$ cat src/rtl/arb_pkg.sv
// Shared types and helpers for the arbiter family.
// Provides the arbiter state enum and a one-hot to binary index converter
// sized for up to 16 requesters.
package arb_pkg;

  typedef enum logic {
    IDLE  = 1'b0,
    GRANT = 1'b1
  } arb_state_t;

  // Converts a one-hot (or zero) vector of up to 16 bits into its bit index.
  // ORing the indices of set bits is exact for one-hot input and yields 0 for
  // an all-zero vector, which is the idle id.
  function automatic logic [3:0] onehot_to_index(input logic [15:0] onehot);
    logic [3:0] idx;
    idx = '0;
    for (int i = 0; i < 16; i++) begin
      if (onehot[i]) begin
        idx = idx | 4'(i);
      end
    end
    return idx;
  endfunction

endpackage

$ cat src/rtl/arb_rr_pick.sv
// Combinational circular priority picker.
// Returns a one-hot grant for the first set bit of req found by scanning
// upward from position head and wrapping past N-1 to 0. The request vector
// is rotated so that head lands at bit 0, the lowest set bit is isolated,
// and the result is rotated back.
module arb_rr_pick #(
  parameter int N = 4,
  localparam int ID_W = $clog2(N)
) (
  input  logic [N-1:0]    req,
  input  logic [ID_W-1:0] head,
  output logic [N-1:0]    grant,
  output logic            any
);

  logic [N-1:0] req_rot;
  logic [N-1:0] gnt_rot;

  // Rotate right by head, keep the lowest set bit, rotate back left by head.
  always_comb begin
    req_rot = N'({req, req} >> head);
    gnt_rot = req_rot & (-req_rot);
    grant   = N'(({gnt_rot, gnt_rot} << head) >> N);
  end

  assign any = |req;

endmodule

$ cat src/rtl/arbiter_wrr_lock.sv
// Weighted round-robin arbiter with grant lock.
// A registered one-hot grant is held across whole transactions; the winner
// may complete up to its weight in transactions (weight 0 counts as 1)
// before the round-robin head moves past it. Releases also happen when the
// granted requester withdraws its request.
// Optional macro ARB_WRR_TIMEOUT_EN adds a grant watchdog that forces a
// release after TIMEOUT cycles without a completed transaction and pulses
// o_timeout alongside the release.
module arbiter_wrr_lock
  import arb_pkg::*;
#(
  parameter int N        = 4,
  parameter int WEIGHT_W = 4,
  parameter int TIMEOUT  = 256
) (
  input  logic                    clk,
  input  logic                    aresetn,
  input  logic [N-1:0]            i_req,
  input  logic                    i_done,
  input  logic [N*WEIGHT_W-1:0]   i_weight,
  output logic [N-1:0]            o_grant,
  output logic                    o_grant_valid,
  output logic [$clog2(N)-1:0]    o_grant_id,
  output logic                    o_timeout
);

  localparam int ID_W = $clog2(N);

  if (N < 2 || N > 16 || TIMEOUT < 1) begin : g_param_check
    $error("arbiter_wrr_lock: N must be 2..16 and TIMEOUT at least 1");
  end

  arb_state_t          state_q, state_d;
  logic [N-1:0]        grant_q, grant_d;
  logic [ID_W-1:0]     id_q, id_d;
  logic [ID_W-1:0]     head_q, pick_head;
  logic [WEIGHT_W-1:0] credit_q, credit_d;
  logic [WEIGHT_W-1:0] pick_weight;
  logic [N-1:0]        pick_grant;
  logic [ID_W-1:0]     pick_id;
  logic                pick_any;
  logic                granted_req;
  logic                release_now;
  logic                timeout_hit;
  logic                load;

  assign granted_req = i_req[id_q];

  // Release when the last credited transaction completes, when the owner
  // withdraws, or when the watchdog fires.
  always_comb begin
    release_now = (state_q == GRANT) &&
                  ((i_done && (credit_q == WEIGHT_W'(1))) || !granted_req || timeout_hit);
    pick_head   = head_q;
    if (release_now) begin
      pick_head = (id_q == ID_W'(N - 1)) ? '0 : id_q + ID_W'(1);
    end
  end

  arb_rr_pick #(
    .N (N)
  ) u_pick (
    .req   (i_req),
    .head  (pick_head),
    .grant (pick_grant),
    .any   (pick_any)
  );

  assign pick_id = ID_W'(onehot_to_index(16'(pick_grant)));

  // Select the weight field of the requester about to be granted.
  always_comb begin
    pick_weight = '0;
    for (int k = 0; k < N; k++) begin
      if (pick_grant[k]) begin
        pick_weight = pick_weight | i_weight[k*WEIGHT_W +: WEIGHT_W];
      end
    end
  end

  // Next-state logic: load a new grant, hold it while spending credit, or
  // drop back to idle when nobody else is asking.
  always_comb begin
    state_d  = state_q;
    grant_d  = grant_q;
    id_d     = id_q;
    credit_d = credit_q;
    load     = 1'b0;
    unique case (state_q)
      IDLE: begin
        load = pick_any;
      end
      GRANT: begin
        if (release_now) begin
          if (pick_any) begin
            load = 1'b1;
          end else begin
            state_d  = IDLE;
            grant_d  = '0;
            id_d     = '0;
            credit_d = '0;
          end
        end else if (i_done) begin
          credit_d = credit_q - WEIGHT_W'(1);
        end
      end
      default: ;
    endcase
    if (load) begin
      state_d  = GRANT;
      grant_d  = pick_grant;
      id_d     = pick_id;
      credit_d = (pick_weight == '0) ? WEIGHT_W'(1) : pick_weight;
    end
  end

  // Grant, credit and round-robin head registers.
  always_ff @(posedge clk or negedge aresetn) begin
    if (!aresetn) begin
      state_q  <= IDLE;
      grant_q  <= '0;
      id_q     <= '0;
      head_q   <= '0;
      credit_q <= '0;
    end else begin
      state_q  <= state_d;
      grant_q  <= grant_d;
      id_q     <= id_d;
      head_q   <= pick_head;
      credit_q <= credit_d;
    end
  end

`ifdef ARB_WRR_TIMEOUT_EN
  localparam int CNT_W = $clog2(TIMEOUT + 1);

  logic [CNT_W-1:0] wd_cnt_q;
  logic             timeout_q;

  assign timeout_hit = (state_q == GRANT) && (wd_cnt_q == CNT_W'(TIMEOUT));

  // Watchdog counts grant cycles without a completed transaction.
  always_ff @(posedge clk or negedge aresetn) begin
    if (!aresetn) begin
      wd_cnt_q <= '0;
    end else if ((state_q != GRANT) || release_now || i_done) begin
      wd_cnt_q <= '0;
    end else begin
      wd_cnt_q <= wd_cnt_q + CNT_W'(1);
    end
  end

  // Timeout pulse is registered so it lines up with the forced release.
  always_ff @(posedge clk or negedge aresetn) begin
    if (!aresetn) begin
      timeout_q <= 1'b0;
    end else begin
      timeout_q <= timeout_hit;
    end
  end

  assign o_timeout = timeout_q;
`else
  assign timeout_hit = 1'b0;
  assign o_timeout   = 1'b0;
`endif

  assign o_grant       = grant_q;
  assign o_grant_valid = |grant_q;
  assign o_grant_id    = id_q;

endmodule
$ cat config.mk
export PLATFORM = sky130hd
export DESIGN_NAME = arbiter_wrr_lock
export DESIGN_NICKNAME = d
export VERILOG_FILES = /design/src/rtl/arb_pkg.sv /design/src/rtl/arb_rr_pick.sv /design/src/rtl/arbiter_wrr_lock.sv
export SDC_FILE = /design/constraint.sdc
export NUM_CORES = 1
export LEC_CHECK = 0
export CAP_MARGIN = 10
export CORE_MARGIN = 2
export CORE_UTILIZATION = 50
export CTS_CLUSTER_SIZE = 10
export DETAILED_ROUTE_END_ITERATION = 10
export GPL_ROUTABILITY_DRIVEN = 0
export GPL_TIMING_DRIVEN = 0
export MAX_ROUTING_LAYER = met4
export PLACE_DENSITY = 0.84
export SETUP_SLACK_MARGIN = 0.1
export SYNTH_ARGS = -nofsm -noshare
export SYNTH_HDL_FRONTEND = slang
export SYNTH_SLANG_ARGS = --single-unit
$ cat constraint.sdc
create_clock -name clk -period 7.2 [get_ports clk]
set_input_delay 1.44 -clock clk [delete_from_list [all_inputs] [get_ports clk]]
set_output_delay 1.44 -clock clk [all_outputs]
set_load 0.01 [all_outputs]
# ---- After elaboration in Yosys (flattened, before gate mapping)
# Cells that the tools add are included.
# Widths: inputs -> output; s select.
dict set report totals {
  mem_bits_rw 0
  latchBits 0
  inputBits 23
  register_bits 13
  wordCells 62
  out_inout_bits 8
  mem_bits_ro 0
  mem_count 0
}
dict set report classes {
  addsub 3
  magnitude_cmp 1
  eq_ne 4
  multipliers 0
  n_reduce_logical 12
  muxes 30
  bitwise_logic 5
  n_div 0
  shift 2
}
# operator n
set ops {}
lappend ops {{$mux 4} 13}
lappend ops {{$mux 2} 8}
lappend ops {{$or 4x4->4} 3}
lappend ops {{$reduce_or 4->1} 2}
lappend ops {{$shl 8x2->8} 1}
lappend ops {{$shr 8x2->4} 1}
lappend ops {{$mux 1} 7}
lappend ops {{$reduce_and 3->1} 2}
lappend ops {{$and 4x4->4} 1}
lappend ops {{$eq 4x1->1 const B} 1}
lappend ops {{$logic_not 4->1} 1}
lappend ops {{$neg 4->4} 1}
lappend ops {{$reduce_bool 2->1} 2}
lappend ops {{$sub 4x1->4 const B} 1}
lappend ops {{$lt 2x3->1 const B} 1}
lappend ops {{$ne 3x2->1 const B} 1}
lappend ops {{$reduce_bool 3->1} 1}
lappend ops {{$add 2x1->2 const B} 1}
lappend ops {{$bmux 1 s2} 1}
lappend ops {{$eq 2x2->1 const B} 1}
lappend ops {{$logic_and 1x1->1} 2}
lappend ops {{$ne 2x1->1 const B} 1}
lappend ops {{$pmux 1 s2} 1}
lappend ops {{$logic_not 1->1} 1}
lappend ops {{2 further kinds} 2}

# ---- Logic depth before layout (Yosys ltp)
dict set report depth {
  ltp_word 20
  ltp_mapped 11
  ltp_nobuf 11
}

# ---- By module
# A second synthesis with hierarchy kept.
dict set report hier_totals {
  hier_cells 96
  hier_area_um2 915.9
}
# module seq_area_each_um2 instances area_each_um2 cells_each
set modules_own_cells {}
lappend modules_own_cells {arbiter_wrr_lock 325.3 1 805.8 76}
lappend modules_own_cells {arb_rr_pick 0.0 1 110.1 20}

# ---- Worst setup path before layout
# No wires, ideal clock.
dict set report synth_timing {
  path_kind {input -> register}
  start {input port i_req[3]}
  end {register credit_q[1]}
  n_path_buf 0
  setup_ps 75
  cell_stages 7
  required_time_ps 7125
  arrival_time_ps 3432
  setup_slack_ps 3693
  path_cell_list {mux4_2 -> and3_1 -> or3_4 -> o311ai_2 -> a221oi_2 -> mux2_4 -> o21ai_2}
}
dict set report synth_between {
  elab_chain_len 20
  word_cells_on_any_way 30
  classes_between {add/sub (1); eq/ne (1); shift (2); mux (14); bitwise (4); reduce/logical (8)}
}
# item line_no
set synth_lines {}
lappend synth_lines {{from (decl)} arbiter_wrr_lock.sv:18} ;# input logic [N-1:0] i_req,
lappend synth_lines {{$bmux 1 s2 (*)} arbiter_wrr_lock.sv:47} ;# assign granted_req = i_req[id_q];
lappend synth_lines {{$mux 1 (implied by the code) (*)} arbiter_wrr_lock.sv:47}
lappend synth_lines {{$logic_not 1->1 (*)} arbiter_wrr_lock.sv:53} ;# ((i_done && (credit_q == WEIGHT_W'(1))) || !granted_req || timeout_hit);
lappend synth_lines {{$logic_or 1x1->1 (*)} arbiter_wrr_lock.sv:53}
lappend synth_lines {{$logic_and 1x1->1 (*)} arbiter_wrr_lock.sv:52} ;# release_now = (state_q == GRANT) &&
lappend synth_lines {{$mux 2 (*)} arbiter_wrr_lock.sv:55} ;# if (release_now) begin
lappend synth_lines {{via pick_head[0]} arbiter_wrr_lock.sv:36} ;# logic [ID_W-1:0] head_q, pick_head;
lappend synth_lines {{$shr 8x2->4} arb_rr_pick.sv:21} ;# req_rot = N'({req, req} >> head);
lappend synth_lines {{[5 not listed]} -}
lappend synth_lines {{$mux 4} arbiter_wrr_lock.sv:75} ;# if (pick_grant[k]) begin
lappend synth_lines {{$or 4x4->4} arbiter_wrr_lock.sv:76} ;# pick_weight = pick_weight | i_weight[k*WEIGHT_W +: WEIGHT_W];
lappend synth_lines {{$mux 4} arbiter_wrr_lock.sv:75}
lappend synth_lines {{$or 4x4->4} arbiter_wrr_lock.sv:76}
lappend synth_lines {{$mux 4 (*)} arbiter_wrr_lock.sv:75}
lappend synth_lines {{$logic_not 4->1} arbiter_wrr_lock.sv:113} ;# credit_d = (pick_weight == '0) ? WEIGHT_W'(1) : pick_weight;
lappend synth_lines {{$mux 4 (*)} arbiter_wrr_lock.sv:113}
lappend synth_lines {{$mux 4 (*)} arbiter_wrr_lock.sv:109} ;# if (load) begin
lappend synth_lines {{to (signal assigned)} arbiter_wrr_lock.sv:130} ;# credit_q <= credit_d;
lappend synth_lines {{to (decl)} arbiter_wrr_lock.sv:37} ;# logic [WEIGHT_W-1:0] credit_q, credit_d;
# The timed path passes the listed nets; every way through them passes the cells marked *. The select of a mux whose other input is x is not followed.
# A chain may end at the register's enable or synchronous reset.

# ---- Worst setup path in the final report
dict set report layout_timing {
  start {input port i_req[0]}
  end {register credit_q[1]}
}
dict set report layout_between {
  elab_chain_len 20
  word_cells_on_any_way 30
  classes_between {add/sub (1); eq/ne (1); shift (2); mux (14); bitwise (4); reduce/logical (8)}
}
# item line_no
set layout_lines {}
lappend layout_lines {{$bmux 1 s2} arbiter_wrr_lock.sv:47}
lappend layout_lines {{$mux 1 (implied by the code)} arbiter_wrr_lock.sv:47}
lappend layout_lines {{$logic_not 1->1} arbiter_wrr_lock.sv:53}
lappend layout_lines {{$logic_or 1x1->1} arbiter_wrr_lock.sv:53}
lappend layout_lines {{$logic_and 1x1->1} arbiter_wrr_lock.sv:52}
lappend layout_lines {{$mux 2} arbiter_wrr_lock.sv:55}
lappend layout_lines {{$shr 8x2->4} arb_rr_pick.sv:21}
lappend layout_lines {{$neg 4->4} arb_rr_pick.sv:22} ;# gnt_rot = req_rot & (-req_rot);
lappend layout_lines {{[4 not listed]} -}
lappend layout_lines {{$mux 4} arbiter_wrr_lock.sv:75}
lappend layout_lines {{$or 4x4->4} arbiter_wrr_lock.sv:76}
lappend layout_lines {{$mux 4} arbiter_wrr_lock.sv:75}
lappend layout_lines {{$or 4x4->4} arbiter_wrr_lock.sv:76}
lappend layout_lines {{$mux 4} arbiter_wrr_lock.sv:75}
lappend layout_lines {{$logic_not 4->1} arbiter_wrr_lock.sv:113}
lappend layout_lines {{$mux 4} arbiter_wrr_lock.sv:113}
lappend layout_lines {{$mux 4} arbiter_wrr_lock.sv:109}
# Parallel ways exist; a longest one is shown, timed or not. The select of a mux whose other input is x is not followed.

==> impl_metrics.yaml <==
run_status:
  status: "finished clean"
timing:
  post-route-min-period_ns: 4.25
  setup_violations: 0
  fin_crit_sh_pct: 59.1
  hold_slack_ns: 0.524
  slew_headroom_pct: 52.8
  tightest_slew_ns: 0.703
  rsz0062_at_grt: "false"
  worst_slack_ns: 2.95
  fin_setup_tns_ns: 0
  fmax_mhz: 235
  slew_violations: 0
  finalHoldViolCount: 0
  clock_skew_ns: 0.00292
floorplanning:
  start_util_pct: 52.6
  rows: 16
  die_y_um: 49.2
  core_area_um2: 1940
  dieArea_um2: 2420
  io_pins: 31
  die_w_um: 49.2
routing:
  ant_nets: 0
  viasPerCell: 6.18
  wirelength_mm: 2.82
  num_vias: 1008
  drt-initial-drc-count: 68
  drc_errors: 0
  first_pass_iters: 5
  wire_per_inst_um: 17.3
synthesis:
  synth_cells: 103
  yosysSeqAreaShare_pct: 31.8
  ys.warnings.count: 0
  postSynthAreaPerCell_um2: 9.92
  synthArstFlopShare_pct: 100
  synthesis.area_um2: 1020
  synth_seq_cells: 13
  synth_nets: 129
  synth_edf_count: 0
  yosys_most_used_dff: "dfrtp_1"
  synth_cell_type_count: 51
final_layout:
  register_area_um2: 325
  multi_input_area_um2: 656
  n_antenna_cell: 0
  drive_above_1_share_pct: 12.5
  fill_cells: 143
  area_growth_pct: 34.3
  final_nets: 163
power:
  power_leakage_nw: 0.558
  p_per_area_nw_per_um2: 425
  ir_drop_mv: 0.275
clock_network:
  clkTransAtPathRegs_ns: 0.08
  post_cts_resized: 0
  post_cts_buffers: 0
  cts_buffers: 3
  ctsLongestPathBuffers: 2
  cts_max_level: 1
  cts-hold-fix-buffers: 0
  clk_latency_ns: 0.28
  cts_root_buffer: "clkbuf_4"
  cts_tree: "built"
  cts.sinks: 13
critical_path:
  critPathKind: "in -> reg"
  r2r_slack_ns: 4.07
  slowest_delay_ns: 0.60
  path_common_cell: "a221oi_2"
  path_buf_inv: 1
  cp_top_family: "compound AO/OA/AOI/OAI gates"
  end_kind: "register"
  rr_worst_depth: 10
  rr_startpoint: "credit_q[1]"
  cp_cell_sequence: "clkdlybuf4s50_1 -> mux2_2 -> a2111oi_2 -> o31ai_1 -> a221oi_2 -> a22o_1 -> a221oi_2 -> mux2_4 -> o21ai_2"
  r2r_end: "credit_q[1]"
  startpoint_type: "primary input"
  worstPathMaxFanout: 8
  required_ns: 7.41
  slowest_stage: "a2111oi_2"
  arrival_ns: 4.47
grt:
  grt_pass1_wl_mm: 4.77
  grt_max_degree: 14
  grt_usage_pct: 25.7
  grt_pass1_vias: 1023
  globalRouteOverflowTotal: 0
  antenna_found_initial: 0
min_path:
  whs_path_depth: 1
  hold_class: "reg -> reg"
  hp-start: "o_grant[0]"
  whs_endpoint: "o_grant[0]"
placed_design:
  dpl.hpwl_mm: 2.19
  place_ws_ns: 2.72
  port_buffers: 29
job:
  maxCapViolCount: 0
## report_power, final
part	internal [mW]	switching [mW]	leakage, nW	total, mW
combinational	0.189	0.201	0.386	0.390
sequential	0.106	0.0401	0.158	0.146
clock	0.0215	0.0253	0.0150	0.0467
## synth_stat cells, drive strengths merged, types with 2 or more instances
master	number	area share, %
ha	3	3.7
mux2i	3	4.2
or3	2	1.7
a221oi	6	8.1
a21oi	2	0.98
dfrtp	13	32
o22ai	2	1.2
a22o	6	5.1
nand3	2	0.98
a21o	2	1.5
nor2b	2	1.2
o21ai	7	3.8
nor2	5	1.8
nand2	8	2.9
mux2	2	2.6
inv	7	2.6
o211ai	3	2.2
nor3	3	1.5
## cell families after synthesis
family                     count (synthesis)  synth area share, %
other                                      1                0.367
muxes                                      6                 8.93
adders and majority gates                  3                 3.67
AOI/OAI and AO/OA                         40                 35.0
buffers and inverters                     10                 4.04
DFF                                       13                 31.8
and+or+nand+nor                           30                 16.2
## layer usage
metal	vias up	track usage (%)	part of all wire [%]
li1	480	-	-
met1	462	33.8	44
met2	58	41.2	46
met3	8	3.68	7.9
met4	0	7.14	1.9
met5	-	-	0
## final cells by class
cell class,instances,area share [%]
inverter,8,2.19
clock buffer,4,1.91
multi-input combinational,80,47.8
timing repair buffer,29,21.1
tap,27,2.46
sequential,13,23.7
buffer,2,0.820
## flip-flops by register name (all words and copies together) (netlist names)
signal,cells
head_q,2
state_q,1
o_grant_id,2
o_grant,4
credit_q,4
## cells in the final DEF (no fill, tap or decap), drive strengths merged, types with 2 or more instances in the layout
cell type	netlist	final
o211ai	3	3
clkdlybuf4s50	0	29
clkbuf	1	5
a221oi	6	6
nor2	5	5
a22o	6	6
dfrtp	13	13
o21ai	7	7
nor2b	2	2
ha	3	3
o22ai	2	2
or3	2	2
nor3	3	3
inv	7	7
a21o	2	2
nand2	8	8
mux2i	3	3
a21oi	2	2
mux2	2	2
nand3	2	2
## metrics by stage
| step | power (mW) | utilization, % | std cells | area (µm²) |
|---|---|---|---|---|
| floorplan | 0.417 | - | 103 | 1020 |
| global placement | 0.516 | 69.3 | 159 | 1350 |
| detailed placement | 0.532 | 69.3 | 159 | 1350 |
| CTS | 0.581 | 70.7 | 163 | 1370 |
| global route | 0.623 | 70.7 | 163 | 1370 |
| finish | 0.583 | 70.7 | 163 | 1370 |
## worst max-delay path by stage
stage / slack, ns / endpoint / depth (start not counted) / startpoint
floorplan: 3.69 / credit_q[1] / 7 / i_req[3]
global placement: 2.85 / credit_q[1] / 9 / i_req[0]
detailed placement: 2.72 / credit_q[1] / 9 / i_req[0]
CTS: 3.00 / credit_q[1] / 9 / i_req[0]
global route: 2.83 / credit_q[1] / 9 / i_req[0]
finish: 2.95 / credit_q[1] / 9 / i_req[0]
Power figures use the tool's default switching activity.
